`src/rtl/pipeline_sequencer_pkg.sv`:
```
// Shared types and constants for the pipeline sequencer and its hazard logic.
package pipeline_ctrl_pkg;

    typedef enum logic [1:0] {
        RUN      = 2'd0,
        MEM_WAIT = 2'd1,
        HALT     = 2'd2
    } seq_state_t;

    localparam logic [4:0] XZR                 = 5'd31;
    localparam int         DEFAULT_MEM_TIMEOUT = 16;
    localparam int         DEFAULT_CNT_W       = 32;

endpackage

```
`src/rtl/pipeline_sequencer_if.sv`:
```
// Hazard/memory status from the datapath and the bank enables back to it.
interface pipeline_sequencer_if;

    logic [4:0] id_Rn;
    logic [4:0] id_Rm;
    logic       id_rn_used;
    logic       id_rm_used;
    logic       ex_load;
    logic [4:0] ex_Rd;
    logic       ex_brTaken;
    logic       mem_req;
    logic       mem_ready;

    logic       pc_wrEn;
    logic       ifid_wrEn;
    logic       idex_wrEn;
    logic       exmem_wrEn;
    logic       memwb_wrEn;
    logic       ifid_flush;
    logic       idex_bubble;
    logic       halted;

    modport master (
        output id_Rn, id_Rm, id_rn_used, id_rm_used, ex_load, ex_Rd,
               ex_brTaken, mem_req, mem_ready,
        input  pc_wrEn, ifid_wrEn, idex_wrEn, exmem_wrEn, memwb_wrEn,
               ifid_flush, idex_bubble, halted
    );

    modport slave (
        input  id_Rn, id_Rm, id_rn_used, id_rm_used, ex_load, ex_Rd,
               ex_brTaken, mem_req, mem_ready,
        output pc_wrEn, ifid_wrEn, idex_wrEn, exmem_wrEn, memwb_wrEn,
               ifid_flush, idex_bubble, halted
    );

endinterface

```
`src/rtl/pipeline_sequencer_hazard_detect.sv`:
```
// Combinational load-use detector: EX load whose destination feeds the ID instruction.
module hazard_detect
    import pipeline_ctrl_pkg::*;
(
    input  logic [4:0] id_Rn,
    input  logic [4:0] id_Rm,
    input  logic       id_rn_used,
    input  logic       id_rm_used,
    input  logic       ex_load,
    input  logic [4:0] ex_Rd,
    output logic       load_use
);

    // XZR reads as zero, so a load "into" it never produces a real dependency.
    assign load_use = ex_load && (ex_Rd != XZR) &&
                      ((id_rn_used && (id_Rn == ex_Rd)) ||
                       (id_rm_used && (id_Rm == ex_Rd)));

endmodule

```
`src/rtl/pipeline_sequencer.sv`:
```
// Pipeline controller: freeze > branch flush > load-use bubble, memory watchdog
// and saturating stall/flush performance counters.
module pipeline_sequencer
    import pipeline_ctrl_pkg::*;
#(
    parameter int MEM_TIMEOUT = DEFAULT_MEM_TIMEOUT,
    parameter int CNT_W       = DEFAULT_CNT_W
)
(
    input  logic             clk,
    input  logic             reset,
    pipeline_sequencer_if.slave bus,
    output logic [CNT_W-1:0] stall_cnt,
    output logic [CNT_W-1:0] flush_cnt
);

    localparam int WW = (MEM_TIMEOUT < 2) ? 1 : $clog2(MEM_TIMEOUT + 1);

    seq_state_t    state;
    seq_state_t    stateNext;
    logic [WW-1:0] waitCnt;
    logic [WW-1:0] waitCntNext;

    logic loadUse;
    logic freeze;
    logic pcWrEn;
    logic ifidWrEn;
    logic idexWrEn;
    logic exmemWrEn;
    logic memwbWrEn;
    logic ifidFlush;
    logic idexBubble;

    hazard_detect u_hazard_detect (
        .id_Rn      (bus.id_Rn),
        .id_Rm      (bus.id_Rm),
        .id_rn_used (bus.id_rn_used),
        .id_rm_used (bus.id_rm_used),
        .ex_load    (bus.ex_load),
        .ex_Rd      (bus.ex_Rd),
        .load_use   (loadUse)
    );

    assign freeze = bus.mem_req && !bus.mem_ready;

    // The entry cycle counts as the first frozen cycle, so MEM_WAIT halts
    // once the wait counter shows MEM_TIMEOUT-2 further frozen cycles.
    always_comb begin
        stateNext   = state;
        waitCntNext = waitCnt;
        pcWrEn      = 1'b0;
        ifidWrEn    = 1'b0;
        idexWrEn    = 1'b0;
        exmemWrEn   = 1'b0;
        memwbWrEn   = 1'b0;
        ifidFlush   = 1'b0;
        idexBubble  = 1'b0;
        case (state)
            RUN, MEM_WAIT: begin
                if (freeze) begin
                    if (state == RUN) begin
                        waitCntNext = '0;
                        if (MEM_TIMEOUT <= 1) begin
                            stateNext = HALT;
                        end else begin
                            stateNext = MEM_WAIT;
                        end
                    end else if (int'(waitCnt) >= MEM_TIMEOUT - 2) begin
                        stateNext   = HALT;
                        waitCntNext = '0;
                    end else begin
                        waitCntNext = waitCnt + WW'(1);
                    end
                end else begin
                    stateNext   = RUN;
                    waitCntNext = '0;
                    pcWrEn      = 1'b1;
                    ifidWrEn    = 1'b1;
                    idexWrEn    = 1'b1;
                    exmemWrEn   = 1'b1;
                    memwbWrEn   = 1'b1;
                    if (bus.ex_brTaken) begin
                        ifidFlush  = 1'b1;
                        idexBubble = 1'b1;
                    end else if (loadUse) begin
                        pcWrEn     = 1'b0;
                        ifidWrEn   = 1'b0;
                        idexBubble = 1'b1;
                    end
                end
            end
            HALT: begin
                stateNext = HALT;
            end
            default: begin
                stateNext   = RUN;
                waitCntNext = '0;
            end
        endcase
        if (!reset) begin
            pcWrEn     = 1'b0;
            ifidWrEn   = 1'b0;
            idexWrEn   = 1'b0;
            exmemWrEn  = 1'b0;
            memwbWrEn  = 1'b0;
            ifidFlush  = 1'b0;
            idexBubble = 1'b0;
        end
    end

    always_ff @(posedge clk or negedge reset) begin
        if (!reset) begin
            state     <= RUN;
            waitCnt   <= '0;
            stall_cnt <= '0;
            flush_cnt <= '0;
        end else begin
            state   <= stateNext;
            waitCnt <= waitCntNext;
            if (!pcWrEn && (stall_cnt != '1)) begin
                stall_cnt <= stall_cnt + CNT_W'(1);
            end
            if (ifidFlush && (flush_cnt != '1)) begin
                flush_cnt <= flush_cnt + CNT_W'(1);
            end
        end
    end

    assign bus.pc_wrEn     = pcWrEn;
    assign bus.ifid_wrEn   = ifidWrEn;
    assign bus.idex_wrEn   = idexWrEn;
    assign bus.exmem_wrEn  = exmemWrEn;
    assign bus.memwb_wrEn  = memwbWrEn;
    assign bus.ifid_flush  = ifidFlush;
    assign bus.idex_bubble = idexBubble;
    assign bus.halted      = (state == HALT);

endmodule

```
`src/flat_wrapper.sv`:
```
// flat-port wrapper written by rule: the top's interface ports become plain ports
module pipeline_sequencer_flat import pipeline_ctrl_pkg::*;
#(
    parameter int MEM_TIMEOUT = DEFAULT_MEM_TIMEOUT,
    parameter int CNT_W       = DEFAULT_CNT_W
)
  (clk, reset, stall_cnt, flush_cnt, bus_id_Rn, bus_id_Rm, bus_id_rn_used, bus_id_rm_used, bus_ex_load, bus_ex_Rd, bus_ex_brTaken, bus_mem_req, bus_mem_ready, bus_pc_wrEn, bus_ifid_wrEn, bus_idex_wrEn, bus_exmem_wrEn, bus_memwb_wrEn, bus_ifid_flush, bus_idex_bubble, bus_halted);
  pipeline_sequencer_if bus_i ();
  input  logic clk;
  input  logic reset;
  output logic [CNT_W-1:0] stall_cnt;
  output logic [CNT_W-1:0] flush_cnt;
  input wire logic [$bits(bus_i.id_Rn)-1:0] bus_id_Rn;
  input wire logic [$bits(bus_i.id_Rm)-1:0] bus_id_Rm;
  input wire logic [$bits(bus_i.id_rn_used)-1:0] bus_id_rn_used;
  input wire logic [$bits(bus_i.id_rm_used)-1:0] bus_id_rm_used;
  input wire logic [$bits(bus_i.ex_load)-1:0] bus_ex_load;
  input wire logic [$bits(bus_i.ex_Rd)-1:0] bus_ex_Rd;
  input wire logic [$bits(bus_i.ex_brTaken)-1:0] bus_ex_brTaken;
  input wire logic [$bits(bus_i.mem_req)-1:0] bus_mem_req;
  input wire logic [$bits(bus_i.mem_ready)-1:0] bus_mem_ready;
  output wire logic [$bits(bus_i.pc_wrEn)-1:0] bus_pc_wrEn;
  output wire logic [$bits(bus_i.ifid_wrEn)-1:0] bus_ifid_wrEn;
  output wire logic [$bits(bus_i.idex_wrEn)-1:0] bus_idex_wrEn;
  output wire logic [$bits(bus_i.exmem_wrEn)-1:0] bus_exmem_wrEn;
  output wire logic [$bits(bus_i.memwb_wrEn)-1:0] bus_memwb_wrEn;
  output wire logic [$bits(bus_i.ifid_flush)-1:0] bus_ifid_flush;
  output wire logic [$bits(bus_i.idex_bubble)-1:0] bus_idex_bubble;
  output wire logic [$bits(bus_i.halted)-1:0] bus_halted;
  assign bus_i.id_Rn = bus_id_Rn;
  assign bus_i.id_Rm = bus_id_Rm;
  assign bus_i.id_rn_used = bus_id_rn_used;
  assign bus_i.id_rm_used = bus_id_rm_used;
  assign bus_i.ex_load = bus_ex_load;
  assign bus_i.ex_Rd = bus_ex_Rd;
  assign bus_i.ex_brTaken = bus_ex_brTaken;
  assign bus_i.mem_req = bus_mem_req;
  assign bus_i.mem_ready = bus_mem_ready;
  assign bus_pc_wrEn = bus_i.pc_wrEn;
  assign bus_ifid_wrEn = bus_i.ifid_wrEn;
  assign bus_idex_wrEn = bus_i.idex_wrEn;
  assign bus_exmem_wrEn = bus_i.exmem_wrEn;
  assign bus_memwb_wrEn = bus_i.memwb_wrEn;
  assign bus_ifid_flush = bus_i.ifid_flush;
  assign bus_idex_bubble = bus_i.idex_bubble;
  assign bus_halted = bus_i.halted;
  pipeline_sequencer #(.MEM_TIMEOUT(MEM_TIMEOUT), .CNT_W(CNT_W)) u_core (.clk(clk), .reset(reset), .bus(bus_i), .stall_cnt(stall_cnt), .flush_cnt(flush_cnt));
endmodule
```
`config.mk`:
```
export PLATFORM = sky130hd
export DESIGN_NAME = pipeline_sequencer_flat
export DESIGN_NICKNAME = d
export VERILOG_FILES = /design/src/rtl/pipeline_sequencer_pkg.sv /design/src/rtl/pipeline_sequencer_if.sv /design/src/rtl/pipeline_sequencer_hazard_detect.sv /design/src/rtl/pipeline_sequencer.sv /design/src/flat_wrapper.sv
export SDC_FILE = /design/constraint.sdc
export NUM_CORES = 1
export LEC_CHECK = 0
export ABC_CLOCK_PERIOD_IN_PS = 6400
export CAP_MARGIN = 20
export CORE_UTILIZATION = 53
export DETAILED_ROUTE_END_ITERATION = 6
export PLACE_DENSITY = 0.93
export SLEW_MARGIN = 5
export SYNTH_ARGS = -nofsm -noshare
export SYNTH_HDL_FRONTEND = slang
export SYNTH_SLANG_ARGS = --single-unit
```
`constraint.sdc`:
```
create_clock -name clk -period 6.4 [get_ports clk]
set_input_delay 0.64 -clock clk [delete_from_list [all_inputs] [get_ports clk]]
set_output_delay 0.64 -clock clk [all_outputs]
set_load 0.005 [all_outputs]
```
Yosys cells after proc, flatten, opt, wreduce, memory -nomap -nowiden:

Cells that the tools add are included.

* add/sub/neg operators: 3
* magnitude comparators: 1
* equality and inequality tests: 8
* muxes and demuxes: 25
* reduce and logical (&&, ||, !) cells: 12

Operator list (number)
* $add 32x1->32 const B: 2
* $ne 32x32->1 const B: 2
* $mux 1: 17
* $mux 5: 3
* $eq 5x5->1: 2
* $pmux 5 s2: 1
* $logic_and 1x1->1: 7
* $mux 2: 3
* $add 5x1->5 const B: 1
* $ge 5x4->1 const B: 1
* $ne 5x5->1 const B: 1
* $ne 4x4->1 const B: 1
* $pmux 2 s2: 1
* $eq 2x1->1 const B: 1
* $eq 2x2->1 const B: 1
* $logic_not 1->1: 2
* $logic_not 2->1: 1
* $reduce_or 2->1: 1
* $logic_or 1x1->1: 1

* register bits: 71
* bits of input ports: 23
* output and inout bits: 72
* word-level logic and storage cells: 53

Depth between registers and ports, before layout:

* word-level depth: 11
* mapped depth: 8
* gate-level depth less buffers: 8

Modules after synthesis:

Synthesis repeated with hierarchy kept, for this count alone.

* cells, all modules: 351
* area, all modules: 3601.0 um^2

By module, submodules not included
* pipeline_sequencer: times used 1, cells an instance 333, area an instance 3472.1 um^2, sequential area each 1776.7 um^2
* hazard_detect: times used 1, cells an instance 18, area an instance 128.9 um^2, sequential area each 0.0 um^2

Least setup slack after synthesis:

OpenSTA, ideal clock, no wires.

* kind: input to output
* from: input port bus_ex_Rd[2]
* to: output port bus_pc_wrEn
* arrival time: 1709 ps
* data required time: 5760 ps
* path slack: 4051 ps
* stages on the path: 6
* buffers on the path: 2
* path through: nand3_1 -> o21ai_0 -> nor2_1 -> a21oi_1 -> clkbuf_1 -> buf_4

* word-level cells in the longest chain between the ends: 9
* elaborated cells between the ends (all ways): 13
* those cells by class: eq/ne (3); mux (5); reduce/logical (5)

Ends and longest elaborated chain
* start: declaration: line flat_wrapper.sv:18 `input wire logic [$bits(bus_i.ex_Rd)-1:0] bus_ex_Rd;`
* $eq 5x5->1, on equally long branches: line pipeline_sequencer_hazard_detect.sv:16, pipeline_sequencer_hazard_detect.sv:17
* $logic_and 1x1->1, on equally long branches: line pipeline_sequencer_hazard_detect.sv:16, pipeline_sequencer_hazard_detect.sv:17
* $logic_or 1x1->1: line pipeline_sequencer_hazard_detect.sv:16 `((id_rn_used && (id_Rn == ex_Rd)) ||`
* $logic_and 1x1->1 *: line pipeline_sequencer_hazard_detect.sv:15 `assign load_use = ex_load && (ex_Rd != XZR) &&`
* $mux 1 * (5 in a row)
* end: declaration: line flat_wrapper.sv:22 `output wire logic [$bits(bus_i.pc_wrEn)-1:0] bus_pc_wrEn;`

Mark *: on every way between the ends. The rest lies on a longest branch, timed or not.

Worst setup path in the final report:

* from: input port reset
* to: output port bus_pc_wrEn

* word-level cells in the longest chain between the ends: 1

Ends and longest elaborated chain
* start: declaration: line flat_wrapper.sv:10 `input logic reset;`
* $mux 1: line pipeline_sequencer.sv:100 `if (!reset) begin`

No other way between the ends.

==> flow_summary_export.csv <==
group,metric,value,unit
status,status,"complete, but fails checks",
status,violations,"DRC",
synthesis,synthDominantCellAreaShare,0.495,
synthesis,synth_top_family_by_area,"simple AND/OR/NAND/NOR gates",
power,vdd_ir_drop_max,0.000171,V
clock_tree,cts_sinks,71,
sta,totalNegativeSetupSlack,0,ns
clock_tree,ctsLongestPathBuffers,2,
worst_setup_path,crit_fanout,72,
global_routing,grt_pass1_vias,3162,
global_routing,grt_pass1_wl,14900,um
power,seq_power_share,0.488,
routing,drcViolationCount,19,
routing,wl_per_cell,16.7,um
synthesis,synth.ff_latch_count,71,
synthesis,yosysWarnings,0,
sta,fin_skew,0.0180,ns
synthesis,synthSimpleGateAreaFrac,0.243,
power,p_clk_frac,0.303,
clock_tree,ctsResizeCount,0,
clock_tree,postCtsSetupRepairBufs,0,
clock_tree,worstSkewPairLatency,0.35,ns
sta,min_period_over_period,0.528,
synthesis,synth.area.mux_share,0.00628,
global_routing,grt_max_degree,73,
floorplanning,die_w,84.3,um
global_routing,antenna_found_initial,0,
clock_tree,cts_buffers,9,
floorplanning,rows,29,
sta,fin_ws,3.02,ns
place,dp_cells,512,
cells_and_area,final_cells,529,
floorplanning,ios,95,
sta,hold_viol_final,0,
place,gp_congestion,0.804,
clock_tree,htreeDepth,3,
sta,slew_headroom,0.316,
worst_hold_path,min_path_type,"reg2reg",
sta,setup_viol,0,
cells_and_area,final_cell_mix,"clkdlybuf4s50_1 (93), dfrtp_1 (71), xnor2_1 (39), nand2_1 (36), xor2_1 (33)",
floorplanning,dieArea,7100,um2
clock_tree,root_buffer,"clkbuf_8",
synthesis,syn-mean-instance-area,10.3,um2
cells_and_area,n_fill_cell,461,
job,max-cap-violations,0,
worst_setup_path,cp.required,5.76,ns
synthesis,synth_area_leaders,"dfrtp_1 (50%), xnor2_1 (9.5%), xor2_1 (8.1%), nand4_1 (5.1%), nand2_1 (3.8%)",
cells_and_area,nets,475,
synthesis,synth_edf_count,0,
synthesis,yosysUniqueCellTypes,42,
sta,period_needed,3.38,ns
power,p_per_area,242,nW/um2
routing,first_pass_iters,7,
sta,tightest_slew,1.02,ns
cells_and_area,area_growth,33.5,%
routing,drt_iter0_markers,197,
sta,rsz0062_at_grt,"no",
synthesis,synthAdderAreaFrac,0.0139,
place,portBuffers,94,
place,place_ws,2.94,ns
synthesis,ys.flop_type,"dfrtp_1",
global_routing,grt_overflow,0,
clock_tree,cts_tree,"done",
floorplanning,die_height,84.3,um
floorplanning,initial_core_util,0.556,
routing,vias_per_cell,5.79,
synthesis,synthXorXnorAreaFrac,0.176,
clock_tree,cts_hold_buf,0,
floorplanning,coreArea,6460,um2
cells_and_area,insertedDiodeCount,0,
worst_setup_path,crit_arrival,2.74,ns
synthesis,synth_compound_gate_area_share,0.0384,
synthesis,synth_top_cell_by_area,"dfrtp_1",
power,internal_power,0.816,mW
power,p_comb_frac,0.209,
synthesis,syn-instance-count,349,
place,dp_hpwl,6380,um
cells_and_area,drive_gt1_frac,0.0664,
worst_setup_path,endpoint_kind,"output port",
global_routing,grt_usage,0.264,
synthesis,synthArstFlopShare,1.00,
sta,maxSlewViolCount,0,
sta,fmax,296,MHz
power,p_leak,2.11,nW
worst_setup_path,crit_type,"in2out",
cells_and_area,mostFrequentLayoutCell,"clkdlybuf4s50_1",
worst_setup_path,cp-start-kind,"primary input",
synthesis,synth.yosys.seq_area_share,0.495,
clock_tree,clkTransAtPathRegs,0.08,ns
routing,vias,3065,
synthesis,syn-cell-area,3590,um2
routing,ant_nets,0,
routing,routed_wl,8860,um
synthesis,syn_nets,376,
power,swShare,0.295,
power,switchingPower,0.341,mW
==> flip-flops by register name (all words and copies together), names as in the netlist <==
signal	count
u_core.stall_cnt	32
u_core.waitCnt	5
u_core.state	2
u_core.flush_cnt	32
==> worst max-delay path, cell delays in order <==
cell	delay [ns]
buf_2	0.08
buf_4	0.66
nor2b_1	0.24
nand2_1	0.13
a21oi_1	0.18
buf_4	0.24
clkdlybuf4s50_1	0.53
==> stage by stage <==
step | instance area (um2) | util | power, mW | hold slack [ns]
2_1_floorplan | 3590 | - | 0.659 | 0.344
3_3_place_gp | 4590 | 0.710 | 0.799 | 0.469
3_5_place_dp | 4590 | 0.710 | 0.814 | 0.477
4_1_cts | 4770 | 0.739 | 1.16 | 0.490
5_1_grt | 4790 | 0.742 | 1.21 | 0.503
6_report | 4790 | 0.742 | 1.16 | 0.484
==> cell type report <==
cell class	instances	area [um2]	area share
sequential	71	1780	0.371
multi-input combinational	257	1720	0.359
timing repair buffer	99	975	0.203
clock buffer	9	124	0.0259
tap	77	96.3	0.0201
clock inverter	6	62.6	0.0131
inverter	10	37.5	0.00783
==> worst paths after layout <==
check	endpoint	slack (ns)	from	cells after the start
worst max-delay path	bus_pc_wrEn	3.02	reset	7
worst min-delay path	u_core.flush_cnt[21]	0.48	u_core.flush_cnt[21]	1
worst max register to register	u_core.stall_cnt[1]	3.61	u_core.stall_cnt[0]	6
worst min register to register	u_core.flush_cnt[21]	0.48	u_core.flush_cnt[21]	1
max in group asynchronous	u_core.state[0]	5.33	reset	2
min in group asynchronous	u_core.stall_cnt[11]	0.50	reset	2
==> power by group through the flow <==
| stage | registers [mW] | clock network (mW) | logic (mW) |
|---|---|---|---|
| global placement | 0.569 | 0 | 0.231 |
| finish | 0.565 | 0.350 | 0.242 |
| global route | 0.573 | 0.369 | 0.265 |
| CTS | 0.564 | 0.349 | 0.244 |
| detailed placement | 0.573 | 0 | 0.241 |
| floorplan | 0.562 | 0 | 0.0972 |
==> metal layers <==
metal / part of all wire / global-route usage / vias up
li1: - / - / 1413
met1: 0.40 / 0.315 / 1501
met2: 0.51 / 0.463 / 131
met3: 0.067 / 0.0511 / 20
met4: 0.023 / 0.119 / 0
met5: 0 / 0 / -
==> cells by family after synthesis <==
family | Yosys count
mux | 2
xor+xnor | 72
buf+inv | 21
compound gates | 19
simple gates | 160
flops | 71
fa+ha+maj | 4
==> synthesized netlist by cell type, drive strengths merged (4+ instances only) <==
master / count
and2: 5
and3: 11
and4: 5
buf: 6
clkbuf: 5
dfrtp: 71
ha: 4
inv: 9
nand2: 36
nand3: 17
nand4: 29
nor2: 24
nor3: 11
nor4: 7
o21ai: 7
xnor2: 39
xor2: 33
Power figures use the tool's default switching activity.
